<file path="src/rtl/ir_pc_next_pkg.sv">
// rtl/ir_pc_next_pkg.sv - shared PC-source codes and instruction field positions
package ir_pc_next_pkg;

  localparam logic [1:0] PCSRC_A      = 2'b00;
  localparam logic [1:0] PCSRC_ALURES = 2'b01;
  localparam logic [1:0] PCSRC_ALU    = 2'b10;
  localparam logic [1:0] PCSRC_JUMP   = 2'b11;

  localparam int WORD_W    = 32;
  localparam int REG_W     = 5;
  localparam int IMM_W     = 16;
  localparam int IMM_LSB   = 0;
  localparam int RD_LSB    = 11;
  localparam int RT_LSB    = 16;
  localparam int RS_LSB    = 21;
  localparam int JIDX_W    = 26;
  localparam int PC_HI_LSB = 28;
  localparam int PC_HI_W   = 4;

endpackage

</file>
<file path="src/rtl/ir_pc_next_if.sv">
// rtl/ir_pc_next_if.sv - control/data bundle between the sequencer and the next-PC slice
interface ir_pc_next_if;
  import ir_pc_next_pkg::*;

  logic              ir_we;
  logic              pc_wren;
  logic [1:0]        control_signal;
  logic [WORD_W-1:0] pc_in;
  logic [WORD_W-1:0] instr_in;
  logic [WORD_W-1:0] a_in;
  logic [WORD_W-1:0] alu_res_in;
  logic [WORD_W-1:0] alu_in;
  logic [WORD_W-1:0] instr_out;
  logic [IMM_W-1:0]  imm16;
  logic [REG_W-1:0]  rd;
  logic [REG_W-1:0]  rt;
  logic [REG_W-1:0]  rs;
  logic [WORD_W-1:0] output_word;

  modport master (
    output ir_we, pc_wren, control_signal, pc_in, instr_in, a_in, alu_res_in, alu_in,
    input  instr_out, imm16, rd, rt, rs, output_word
  );

  modport slave (
    input  ir_we, pc_wren, control_signal, pc_in, instr_in, a_in, alu_res_in, alu_in,
    output instr_out, imm16, rd, rt, rs, output_word
  );
endinterface

</file>
<file path="src/rtl/concat.sv">
// rtl/concat.sv - J-type jump target from PC region bits and the 26-bit word index
module concat
  import ir_pc_next_pkg::*;
(
  input  logic [WORD_W-1:0] pc_in,
  input  logic [WORD_W-1:0] instr,
  output logic [WORD_W-1:0] jump_target
);

  // Only the PC region and the word index participate; the rest is routed nowhere.
  logic unused_bits;
  assign unused_bits = &{1'b0, pc_in[PC_HI_LSB-1:0], instr[WORD_W-1:JIDX_W]};

  assign jump_target = {pc_in[PC_HI_LSB +: PC_HI_W], instr[JIDX_W-1:0], 2'b00};

endmodule

</file>
<file path="src/rtl/instruction_register.sv">
// rtl/instruction_register.sv - enabled instruction latch with register/immediate field decode
module instruction_register
  import ir_pc_next_pkg::*;
(
  input  logic              clk,
  input  logic              rst_n,
  input  logic              we,
  input  logic [WORD_W-1:0] instr_in,
  output logic [WORD_W-1:0] instr_out,
  output logic [IMM_W-1:0]  imm16,
  output logic [REG_W-1:0]  rd,
  output logic [REG_W-1:0]  rt,
  output logic [REG_W-1:0]  rs
);

  always_ff @(posedge clk or negedge rst_n) begin
    if (!rst_n) begin
      instr_out <= '0;
    end else if (we) begin
      instr_out <= instr_in;
    end
  end

  assign imm16 = instr_out[IMM_LSB +: IMM_W];
  assign rd    = instr_out[RD_LSB  +: REG_W];
  assign rt    = instr_out[RT_LSB  +: REG_W];
  assign rs    = instr_out[RS_LSB  +: REG_W];

endmodule

</file>
<file path="src/rtl/mux_pc_src.sv">
// rtl/mux_pc_src.sv - 4:1 next-PC source selector
module mux_pc_src
  import ir_pc_next_pkg::*;
(
  input  logic [1:0]        sel,
  input  logic [WORD_W-1:0] a_in,
  input  logic [WORD_W-1:0] alu_res_in,
  input  logic [WORD_W-1:0] alu_in,
  input  logic [WORD_W-1:0] jump_target,
  output logic [WORD_W-1:0] mux_out
);

  always_comb begin
    unique case (sel)
      PCSRC_A:      mux_out = a_in;
      PCSRC_ALURES: mux_out = alu_res_in;
      PCSRC_ALU:    mux_out = alu_in;
      PCSRC_JUMP:   mux_out = jump_target;
    endcase
  end

endmodule

</file>
<file path="src/rtl/pc_register.sv">
// rtl/pc_register.sv - 32-bit program counter with write enable and async clear
module pc_register
  import ir_pc_next_pkg::*;
(
  input  logic              clk,
  input  logic              rst_n,
  input  logic              we,
  input  logic [WORD_W-1:0] d,
  output logic [WORD_W-1:0] q
);

  always_ff @(posedge clk or negedge rst_n) begin
    if (!rst_n) begin
      q <= '0;
    end else if (we) begin
      q <= d;
    end
  end

endmodule

</file>
<file path="src/rtl/ir_pc_next.sv">
// rtl/ir_pc_next.sv - next-PC slice: IR, jump concat, PC-source mux and PC register
module ir_pc_next
  import ir_pc_next_pkg::*;
(
  input  logic         clk,
  input  logic         rst_n,
  ir_pc_next_if.slave  bus
);

  logic [WORD_W-1:0] jump_target;
  logic [WORD_W-1:0] next_pc;

  instruction_register u_ir (
    .clk       (clk),
    .rst_n     (rst_n),
    .we        (bus.ir_we),
    .instr_in  (bus.instr_in),
    .instr_out (bus.instr_out),
    .imm16     (bus.imm16),
    .rd        (bus.rd),
    .rt        (bus.rt),
    .rs        (bus.rs)
  );

  // Built from the registered IR, so a same-edge IR load never feeds the PC.
  concat u_concat (
    .pc_in       (bus.pc_in),
    .instr       (bus.instr_out),
    .jump_target (jump_target)
  );

  mux_pc_src u_mux (
    .sel         (bus.control_signal),
    .a_in        (bus.a_in),
    .alu_res_in  (bus.alu_res_in),
    .alu_in      (bus.alu_in),
    .jump_target (jump_target),
    .mux_out     (next_pc)
  );

  pc_register u_pc (
    .clk   (clk),
    .rst_n (rst_n),
    .we    (bus.pc_wren),
    .d     (next_pc),
    .q     (bus.output_word)
  );

endmodule

</file>
<file path="src/flat_wrapper.sv">
// flat-port wrapper written by rule: the top's interface ports become plain ports
module ir_pc_next_flat import ir_pc_next_pkg::*;
  (clk, rst_n, bus_ir_we, bus_pc_wren, bus_control_signal, bus_pc_in, bus_instr_in, bus_a_in, bus_alu_res_in, bus_alu_in, bus_instr_out, bus_imm16, bus_rd, bus_rt, bus_rs, bus_output_word);
  ir_pc_next_if bus_i ();
  input  logic clk;
  input  logic rst_n;
  input wire logic [$bits(bus_i.ir_we)-1:0] bus_ir_we;
  input wire logic [$bits(bus_i.pc_wren)-1:0] bus_pc_wren;
  input wire logic [$bits(bus_i.control_signal)-1:0] bus_control_signal;
  input wire logic [$bits(bus_i.pc_in)-1:0] bus_pc_in;
  input wire logic [$bits(bus_i.instr_in)-1:0] bus_instr_in;
  input wire logic [$bits(bus_i.a_in)-1:0] bus_a_in;
  input wire logic [$bits(bus_i.alu_res_in)-1:0] bus_alu_res_in;
  input wire logic [$bits(bus_i.alu_in)-1:0] bus_alu_in;
  output wire logic [$bits(bus_i.instr_out)-1:0] bus_instr_out;
  output wire logic [$bits(bus_i.imm16)-1:0] bus_imm16;
  output wire logic [$bits(bus_i.rd)-1:0] bus_rd;
  output wire logic [$bits(bus_i.rt)-1:0] bus_rt;
  output wire logic [$bits(bus_i.rs)-1:0] bus_rs;
  output wire logic [$bits(bus_i.output_word)-1:0] bus_output_word;
  assign bus_i.ir_we = bus_ir_we;
  assign bus_i.pc_wren = bus_pc_wren;
  assign bus_i.control_signal = bus_control_signal;
  assign bus_i.pc_in = bus_pc_in;
  assign bus_i.instr_in = bus_instr_in;
  assign bus_i.a_in = bus_a_in;
  assign bus_i.alu_res_in = bus_alu_res_in;
  assign bus_i.alu_in = bus_alu_in;
  assign bus_instr_out = bus_i.instr_out;
  assign bus_imm16 = bus_i.imm16;
  assign bus_rd = bus_i.rd;
  assign bus_rt = bus_i.rt;
  assign bus_rs = bus_i.rs;
  assign bus_output_word = bus_i.output_word;
  ir_pc_next u_core (.clk(clk), .rst_n(rst_n), .bus(bus_i));
endmodule
</file>
<file path="config.mk">
export PLATFORM = sky130hd
export DESIGN_NAME = ir_pc_next_flat
export DESIGN_NICKNAME = d
export VERILOG_FILES = /design/src/rtl/ir_pc_next_pkg.sv /design/src/rtl/ir_pc_next_if.sv /design/src/rtl/concat.sv /design/src/rtl/instruction_register.sv /design/src/rtl/mux_pc_src.sv /design/src/rtl/pc_register.sv /design/src/rtl/ir_pc_next.sv /design/src/flat_wrapper.sv
export SDC_FILE = /design/constraint.sdc
export NUM_CORES = 1
export LEC_CHECK = 0
export ABC_CLOCK_PERIOD_IN_PS = 1750
export CORE_AREA = 8 8 113 115
export DETAILED_ROUTE_END_ITERATION = 16
export DIE_AREA = 0 0 121 123
export PLACE_DENSITY = 0.78
export SETUP_SLACK_MARGIN = 0.1
export SYNTH_ARGS = -nofsm -noshare
export SYNTH_HDL_FRONTEND = slang
export SYNTH_HIERARCHICAL = 1
export SYNTH_SLANG_ARGS = --single-unit
</file>
<file path="constraint.sdc">
create_clock -name clk -period 1.75 [get_ports clk]
set_clock_uncertainty 0.1 [all_clocks]
set_input_delay 0.4375 -clock clk [delete_from_list [all_inputs] [get_ports clk]]
set_output_delay 0.4375 -clock clk [all_outputs]
set_load 0.02 [all_outputs]
</file>
==> run metrics, run 1 <==
Worst path slowest cell=dfrtp_2; Synth Warn #=6; met1 WL=4150 um; CTS tree=done; grt ovf=0; highest clock rate=605 MHz; Design Power=0.00505 W; initial antenna violation count=0; VDD IR-drop max=0.495 mV; Die Area=14900 um2; Max FO, Critical Path=5; DRT antenna net count=0; later-pin clock latency in the skew report=320 ps; initial drt markers=73; vias in the first global route=3099; most common cell after layout, fill and taps aside=clkdlybuf4s50_1; endpoints failing setup=0; final WL=11400 um; Clk pin slew, worst setup/hold paths=50 ps; ratio of cells with drive above 1 in the final layout=0.321; met3 wire len=1150 um; crit path cell chain=dlygate4sd2_1; max cap viols=0; clock period minus worst slack=1650 ps; Clock Sinks=64; startpoint types=register; CTS max path bufs=2; Rows=39; Layout Cells excl Fill=560; Routed WL per cell=20.4 um; Leakage=2.68 nW; outcome=finished clean; Hold Fails Final Rpt=0; WP buf/inv=1; Syn Area/Cell=16.7 um2; Die Y=123 um; cts hold-fix bufs=0; Crit path required time=1210 ps; Hold Crit Class=input port to async pin; fin. max-slew vios=0; setup bufs post-CTS=0; Die X=121 um; core area=11100 um2; vias per cell=4.62; post-synthesis cell count=239; PortBufs=232; total clock buffers created by CTS=9; Top Metal Used=met4; DRC Markers=0; via count=2587; unrepaired setup endpoints after global routing=yes; sequential area share after synthesis=0.402; Initial Util=0.359; first-pass GRT wire length=17200 um; largest net degree at the start of global routing=65; iteration count of the initial detailed-routing pass=4; Crit. End Element=output pin; CP peak stage delay=450 ps; CTS root buf=clkbuf_16; WP data arrival=1120 ps; critical path's top delay family=flip-flops; Netlist cell types=10; CP Class=register to output pin; Synth-to-Final Area Change=52.7%; Nets=578; met2 wire len=5980 um; Post-DP HPWL=8820 um; H-Tree Level Count=3; Ports=261; synthesized area=3980 um2; Tcrit/Tclk final=0.945; dpl cells=544; RD Place Congestion=0.724; Pwr Density=830 nW/um2; total global-route track usage=0.150; most frequent cells in the layout=132 x clkdlybuf4s50_1, 77 x dlygate4sd2_1, 60 x mux2_4; flops & latches, synth=64; diodes inserted=0
==> Yosys cell counts <==
library cell	instances	area (um2)
mux2_2	4	45.0
conb_1	1	3.75
mux4_2	30	676
dfrtp_1	64	1600
buf_4	63	473
buf_2	3	15.0
mux4_1	2	52.6
mux2_4	60	901
buf_12	9	180
buf_6	3	33.8
==> worst paths after layout <==
check                                                   endpoint  cells after the start  slack [ps]                                  start
max                                                bus_imm16[11]                      1         100  u_core/u_ir/instr_out[11]$_DFFE_PN0P_
min                                u_core/u_pc/q[17]$_DFFE_PN0P_                      2          20                                  rst_n
max reg2reg                        u_core/u_pc/q[13]$_DFFE_PN0P_                      2         340  u_core/u_ir/instr_out[11]$_DFFE_PN0P_
min reg2reg                u_core/u_ir/instr_out[29]$_DFFE_PN0P_                      1         400  u_core/u_ir/instr_out[29]$_DFFE_PN0P_
max in group asynchronous   u_core/u_ir/instr_out[1]$_DFFE_PN0P_                      2        1210                                  rst_n
min in group clk           u_core/u_ir/instr_out[29]$_DFFE_PN0P_                      1         400  u_core/u_ir/instr_out[29]$_DFFE_PN0P_
==> what timing repair did <==
| action | CTS | global route |
|---|---|---|
| endpoints found under the hold margin | 0 | 0 |
| endpoints found under the setup margin | 95 | 17 |
| gates resized for setup | 99 | 15 |
==> flip-flops by register name (all words and copies together), names as in the netlist <==
signal / cells
u_core/u_pc/q: 32
u_core/u_ir/instr_out: 32
==> metal layers <==
metal / up-vias / track usage
met5: - / 0
met4: 0 / 0.0539
met3: 9 / 0.0648
met2: 126 / 0.266
met1: 1294 / 0.156
li1: 1158 / -
==> power breakdown <==
| group | internal [W] | total, W | switching, W |
|---|---|---|---|
| sequential | 0.00168 | 0.00183 | 0.000142 |
| clock | 0.000997 | 0.00159 | 0.000595 |
| combinational | 0.000931 | 0.00163 | 0.000701 |
==> layout make-up <==
class	instances	area [um2]
fillers	948	5000
repair buffers	239	2340
multi-input cells	98	1680
flip-flops and latches	64	1620
clock buffers	15	258
well taps	143	179
clock inverters	1	5.00
==> cells by family after synthesis <==
kind of cell | after synthesis | synth area share
muxes | 96 | 0.420
other | 1 | 0.000942
DFF | 64 | 0.402
buffers and inverters | 78 | 0.176
==> metrics by stage <==
stage          hold WS (ps)  setup WS (ps)  instance area, um2  utilization  TNS, ps
2_1_floorplan          41.9           90.4                4070            -        0
6_report               22.3           96.0                6080        0.549        0
5_1_grt                58.9           78.5                6080        0.549        0
3_3_place_gp            377          -92.7                5920        0.534    -1390
4_1_cts                37.2           79.4                6070        0.548        0
3_5_place_dp            383          -96.1                5920        0.534    -1520
(Power assumes the default switching activity.)
==> run 2: changes to the inputs <==
CORE_AREA = 8 8 97 99   (was 8 8 113 115)
DIE_AREA = 0 0 105 107   (was 0 0 121 123)
DONT_BUFFER_PORTS = 1   (was not set)
PLACE_DENSITY = 0.63   (was 0.78)
==> run 2 against run 1 <==
The run now ends with negative hold slack left. Final cell count shrank 45%. Global-route usage grew 0.93 points. Maximum frequency grew 12%. Die area shrank 25%. Highest routed layer is now met5. Sequential share of layout area grew 15 points. Via count shrank 31%. Sequential power grew 9%. Setup slack gained 170 ps. Critical path type unchanged.
==> run metrics, run 2 (same netlist as run 1, synthesis figures left out) <==
top flop regs=u_core/u_ir/instr_out: 32 flops, u_core/u_pc/q: 32 flops; Leakage=1.70 nW (-37%); total clock buffers created by CTS=9 (unchanged); Synth-to-Final Area Change=-3.21%; vias in the first global route=2205 (-29%); final WL=9030 um (-21%); clock period minus worst slack=1480 ps (-171 ps); most frequent cells in the layout=60 x mux2_4, 48 x dfrtp_1, 30 x mux4_2; PortBufs=0 (-100%); grt ovf=0 (unchanged); Worst path slowest cell=dfrtp_2; later-pin clock latency in the skew report=340 ps (+20 ps); FF-to-FF setup slack=370 ps (+30 ps); fin. max-slew vios=0 (unchanged); DRT antenna net count=0 (unchanged); CTS root buf=clkbuf_8; VDD IR-drop max=0.523 mV (+5.7%); worst hold slack=-314 ps (-336 ps); Worst R2R Path Depth=2 (unchanged); diodes inserted=0 (unchanged); Die Area=11200 um2 (-25%); Rows=33 (-15%); Crit path required time=1210 ps (about the same); CTS tree=done; Crit. End Element=output pin; Tcrit/Tclk final=0.848 (-0.0976); crit path cell chain=buf_4; failing checks=negative hold slack; outcome=finished with violations; WP data arrival=950 ps (-170 ps); via count=1785 (-31%); initial drt markers=85 (+16%); largest net degree at the start of global routing=65 (unchanged); Design Power=0.00420 W (-17%); total global-route track usage=0.160 (+0.00928); Hold Crit Class=input port to async pin; Hold Fails Final Rpt=64 (+64); vias per cell=5.78 (+25%); CTS resizes=0 (-100%); WP buf/inv=1 (unchanged); Worst Setup Slack, final=267 ps (+171 ps); Clock Sinks=64 (unchanged); H-Tree Level Count=3 (unchanged); CP peak stage delay=410 ps (-40 ps); Initial Util=0.502 (+0.143); fillers=672 (-29%); unrepaired setup endpoints after global routing=no; most common cell after layout, fill and taps aside=mux2_4; Ports=261 (unchanged); Worst path depth=1 (unchanged); startpoint types=register; DRC Markers=0 (unchanged); final setup TNS=0 ps (unchanged); RD Place Congestion=0.662 (-8.6%); Max FO, Critical Path=4 (-1); first-pass GRT wire length=13800 um (-20%); highest clock rate=674 MHz (+12%); initial antenna violation count=1 (+1); critical path's top delay family=flip-flops; CP Class=register to output pin; endpoints failing setup=0 (unchanged); pre-CTS setup slack=241 ps (+338 ps); Die Y=107 um (-13%); Core Util, Final=0.486 (-0.0629); Pwr Density=1090 nW/um2 (+31%); max cap viols=0 (unchanged); iteration count of the initial detailed-routing pass=3 (-1); Post-DP HPWL=6820 um (-23%); Nets=365 (-37%); ratio of cells with drive above 1 in the final layout=0.735 (+0.414); Routed WL per cell=29.2 um (+43%); setup bufs post-CTS=0 (unchanged); Die X=105 um (-13%); core area=7930 um2 (-28%); CTS max path bufs=2 (unchanged); Clk pin slew, worst setup/hold paths=80 ps (+30 ps)
[run 2: cell types whose count changed in the layout (fill, tap and decap cells not counted), moves of 9 or more]
cell             before  now
clkbuf_16             9    0
clkdlybuf4s15_1      17    0
clkbuf_8              1   11
clkdlybuf4s50_1     132    0
buf_4                 0   26
dlygate4sd2_1        77    0
[run 2: cell type report]
type | instances | area, um2 | area share
flip-flops and latches | 64 | 1620 | 0.421
clock buffers | 13 | 159 | 0.0412
repair buffers | 26 | 195 | 0.0506
well taps | 105 | 131 | 0.0341
clock inverters | 3 | 65.1 | 0.0169
multi-input cells | 98 | 1680 | 0.436
[run 2: power by group]
part / internal [W] / switching, W / total (W)
Clock: 0.000880 / 0.000538 / 0.00142
Sequential: 0.00168 / 0.000315 / 0.00199
Combinational: 0.000468 / 0.000321 / 0.000789
Total: 0.00302 / 0.00117 / 0.00420
[run 2: worst paths after layout]
check                                                 startpoint                              endpoint
setup / recovery           u_core/u_ir/instr_out[15]$_DFFE_PN0P_                     bus_instr_out[15]
hold / removal                                             rst_n          u_core/u_pc/q[8]$_DFFE_PN0P_
setup reg to reg            u_core/u_ir/instr_out[5]$_DFFE_PN0P_          u_core/u_pc/q[7]$_DFFE_PN0P_
hold reg to reg                    u_core/u_pc/q[15]$_DFFE_PN0P_         u_core/u_pc/q[15]$_DFFE_PN0P_
max in group asynchronous                                  rst_n  u_core/u_ir/instr_out[0]$_DFFE_PN0P_
min in group clk                                 bus_instr_in[7]  u_core/u_ir/instr_out[7]$_DFFE_PN0P_
[run 2: through the flow]
stage                     hold WS (ps)  area, um2  std cells
after global routing              -356       3850        309
after CTS                         -335       3850        309
after global placement            44.0       3630        293
after detailed placement          44.0       3630        293
after floorplan                   41.9       4070        240
final                             -314       3850        309
[run 2: layer usage]
layer | vias to the layer above | share of wire | GRT usage | wire length (um)
met5 | - | 0.0013 | 0 | 12
met4 | 2 | 0.011 | 0.0510 | 100
met3 | 14 | 0.11 | 0.0954 | 1020
met2 | 131 | 0.52 | 0.265 | 4700
met1 | 915 | 0.35 | 0.166 | 3200
li1 | 723 | - | - | -
==> run 3: changes to the inputs <==
ABC_CLOCK_PERIOD_IN_PS = 1300   (was 1750)
PLACE_DENSITY = 0.65   (was 0.63)
clock period = 1.3 ns   (was 1.75 ns; I/O delays follow)
==> run 3 against run 2 <==
The flow finishes with violations (negative hold slack, negative setup slack). Non-clock buffer count did not move. Via count rose by 2.7%. Power rose by 30%. Clock power rose by 14%. Setup slack got worse by 350 ps. Core utilization rose by 1.3 points. Die area did not move. Clock-buffer cell count fell by 1. Worst hold slack got worse by 99 ps. Final cell count did not move. Combinational power rose by 42%. Highest routed layer is now met4.
==> run metrics, run 3 (same netlist as run 1, synthesis figures left out) <==
Worst R2R Path Depth=2 (unchanged); CTS root buf=clkbuf_8; largest net degree at the start of global routing=65 (unchanged); Initial Util=0.502 (unchanged); core area=7930 um2 (unchanged); diodes inserted=0 (unchanged); most common cell after layout, fill and taps aside=dfrtp_2; total clock buffers created by CTS=9 (unchanged); Die X=105 um (unchanged); Synth-to-Final Area Change=-0.534%; Die Y=107 um (unchanged); via count=1834 (+2.7%); CTS max path bufs=2 (unchanged); Sw Ratio=0.295 (+0.0150); failing checks=negative hold slack, negative setup slack; Max FO, Critical Path=2 (-2); Crit. End Element=register; Ports=261 (unchanged); PortBufs=0 (unchanged); unrepaired setup endpoints after global routing=yes; Reg power frac=0.500 (+0.026); Nets=365 (unchanged); FF-to-FF setup slack=-90 ps (-460 ps); Routed WL per cell=30.6 um (+4.8%); internal power=0.00387 W (+28%); later-pin clock latency in the skew report=330 ps (about the same); NetSw=0.00161 W (+37%); H-Tree Level Count=3 (unchanged); Leakage=1.66 nW (-2.6%); final WL=9460 um (+4.8%); iteration count of the initial detailed-routing pass=4 (+1); clock period minus worst slack=1390 ps; Pwr Density=1380 nW/um2 (+27%); pre-CTS setup slack=-79.5 ps (-321 ps); worst hold slack=-413 ps (-99.1 ps); Worst R2R End=u_core/u_pc/q[26]$_DFFE_PN0P_; RD Place Congestion=0.689 (+4.2%); Rows=33 (unchanged); Die Area=11200 um2 (unchanged); top flop regs=u_core/u_ir/instr_out: 32 flops, u_core/u_pc/q: 32 flops; r2r startpoint=u_core/u_ir/instr_out[24]$_DFFE_PN0P_; Comb power frac=0.204 (+0.016); max cap viols=0 (unchanged); initial antenna violation count=0 (-1); outcome=finished with violations; Crit path required time=1410 ps (+200 ps); fillers=674 (+0.30%); Design Power=0.00548 W (+30%); setup bufs post-CTS=0 (unchanged); most frequent cells in the layout=64 x dfrtp_2, 60 x mux2_4, 32 x mux4_2; initial drt markers=72 (-15%); Worst Setup Slack, final=-86.3 ps (-353 ps); Clk pin slew, worst setup/hold paths=70 ps (about the same); total global-route track usage=0.162 (+0.00260); startpoint types=register; vias per cell=5.94 (+2.7%); ratio of cells with drive above 1 in the final layout=0.975 (+0.240); DRC Markers=0 (unchanged); vias in the first global route=2252 (+2.1%); DRT antenna net count=0 (unchanged); VDD IR-drop max=0.712 mV (+36%); first-pass GRT wire length=13900 um (+1.1%); endpoints failing setup=81 (+81); WP data arrival=1500 ps (+550 ps); grt ovf=0 (unchanged); fin. max-slew vios=0 (unchanged); CP Class=register to register; Tcrit/Tclk final=1.07; Clock power frac=0.296 (-0.042); Hold Fails Final Rpt=64 (unchanged); Post-DP HPWL=7080 um (+3.8%); Hold Crit Class=input port to async pin; CTS tree=done; Clock Sinks=64 (unchanged); highest clock rate=721 MHz
[run 3: cell types whose count changed in the layout (fill, tap and decap cells not counted)]
cell	change
dfrtp_1	-48
dfrtp_2	+48
buf_4	-25
buf_6	+24
clkbuf_8	-2
clkinv_2	+2
mux4_1	-2
mux4_2	+2
buf_8	+1
bufinv_16	-1
clkbuf_1	+1
[run 3: per-stage QoR]
step	std cells	TNS [ps]	cell area [um2]	hold slack, ps	utilization
2_1_floorplan	240	-8340	4140	-70.6	-
3_3_place_gp	293	-522	3630	-68.3	0.458
3_5_place_dp	293	-946	3630	-68.6	0.458
4_1_cts	309	-3670	3960	-437	0.499
5_1_grt	309	-5490	3960	-447	0.500
6_report	309	-2710	3960	-413	0.500
[run 3: how the worst max path moves through the flow]
stage	slack, ps	end	startpoint	depth (start not counted)
global placement	-40	u_core/u_pc/q[4]$_DFFE_PN0P_	u_core/u_ir/instr_out[2]$_DFFE_PN0P_	2
finish	-90	u_core/u_pc/q[26]$_DFFE_PN0P_	u_core/u_ir/instr_out[24]$_DFFE_PN0P_	2
global route	-100	u_core/u_pc/q[19]$_DFFE_PN0P_	u_core/u_ir/instr_out[17]$_DFFE_PN0P_	2
floorplan	-320	u_core/u_pc/q[13]$_DFFE_PN0P_	u_core/u_ir/instr_out[11]$_DFFE_PN0P_	4
detailed placement	-80	u_core/u_pc/q[26]$_DFFE_PN0P_	u_core/u_ir/instr_out[24]$_DFFE_PN0P_	2
CTS	-90	u_core/u_pc/q[26]$_DFFE_PN0P_	u_core/u_ir/instr_out[24]$_DFFE_PN0P_	2
[run 3: layout make-up]
type,count,area (um2),area share
clock buffer,12,135,0.0341
clock inverter,4,45.0,0.0114
multi-input combinational,98,1670,0.423
sequential,64,1680,0.425
tap,105,131,0.0332
timing repair buffer,26,293,0.0739
[run 3: metal layers]
layer / wire length [um] / vias to the layer above / part of all wire / track usage
met5: 0 / - / 0 / 0
met4: 225 / 0 / 0.024 / 0.0714
met2: 5160 / 132 / 0.54 / 0.287
li1: - / 723 / - / -
met3: 1020 / 17 / 0.11 / 0.0828
met1: 3060 / 962 / 0.32 / 0.156
[run 3: critical path: stages (launching register included)]
cell and delay [ps]:
dfrtp_2 410, mux4_2 490, mux2_4 270
[run 3: repair_timing]
action	CTS	global route
endpoints found under the setup margin	121	121
hold endpoints to repair	64	64
gates resized for setup	62	2
gates cloned	0	0
[run 3: power by group through the flow]
stage / combinational, W / sequential (W) / clock [W]
final: 0.00112 / 0.00274 / 0.00162
after global routing: 0.00117 / 0.00277 / 0.00176
after CTS: 0.00113 / 0.00274 / 0.00167
after detailed placement: 0.00107 / 0.00272 / 0
after global placement: 0.00105 / 0.00271 / 0
after floorplan: 0.00121 / 0.00280 / 0
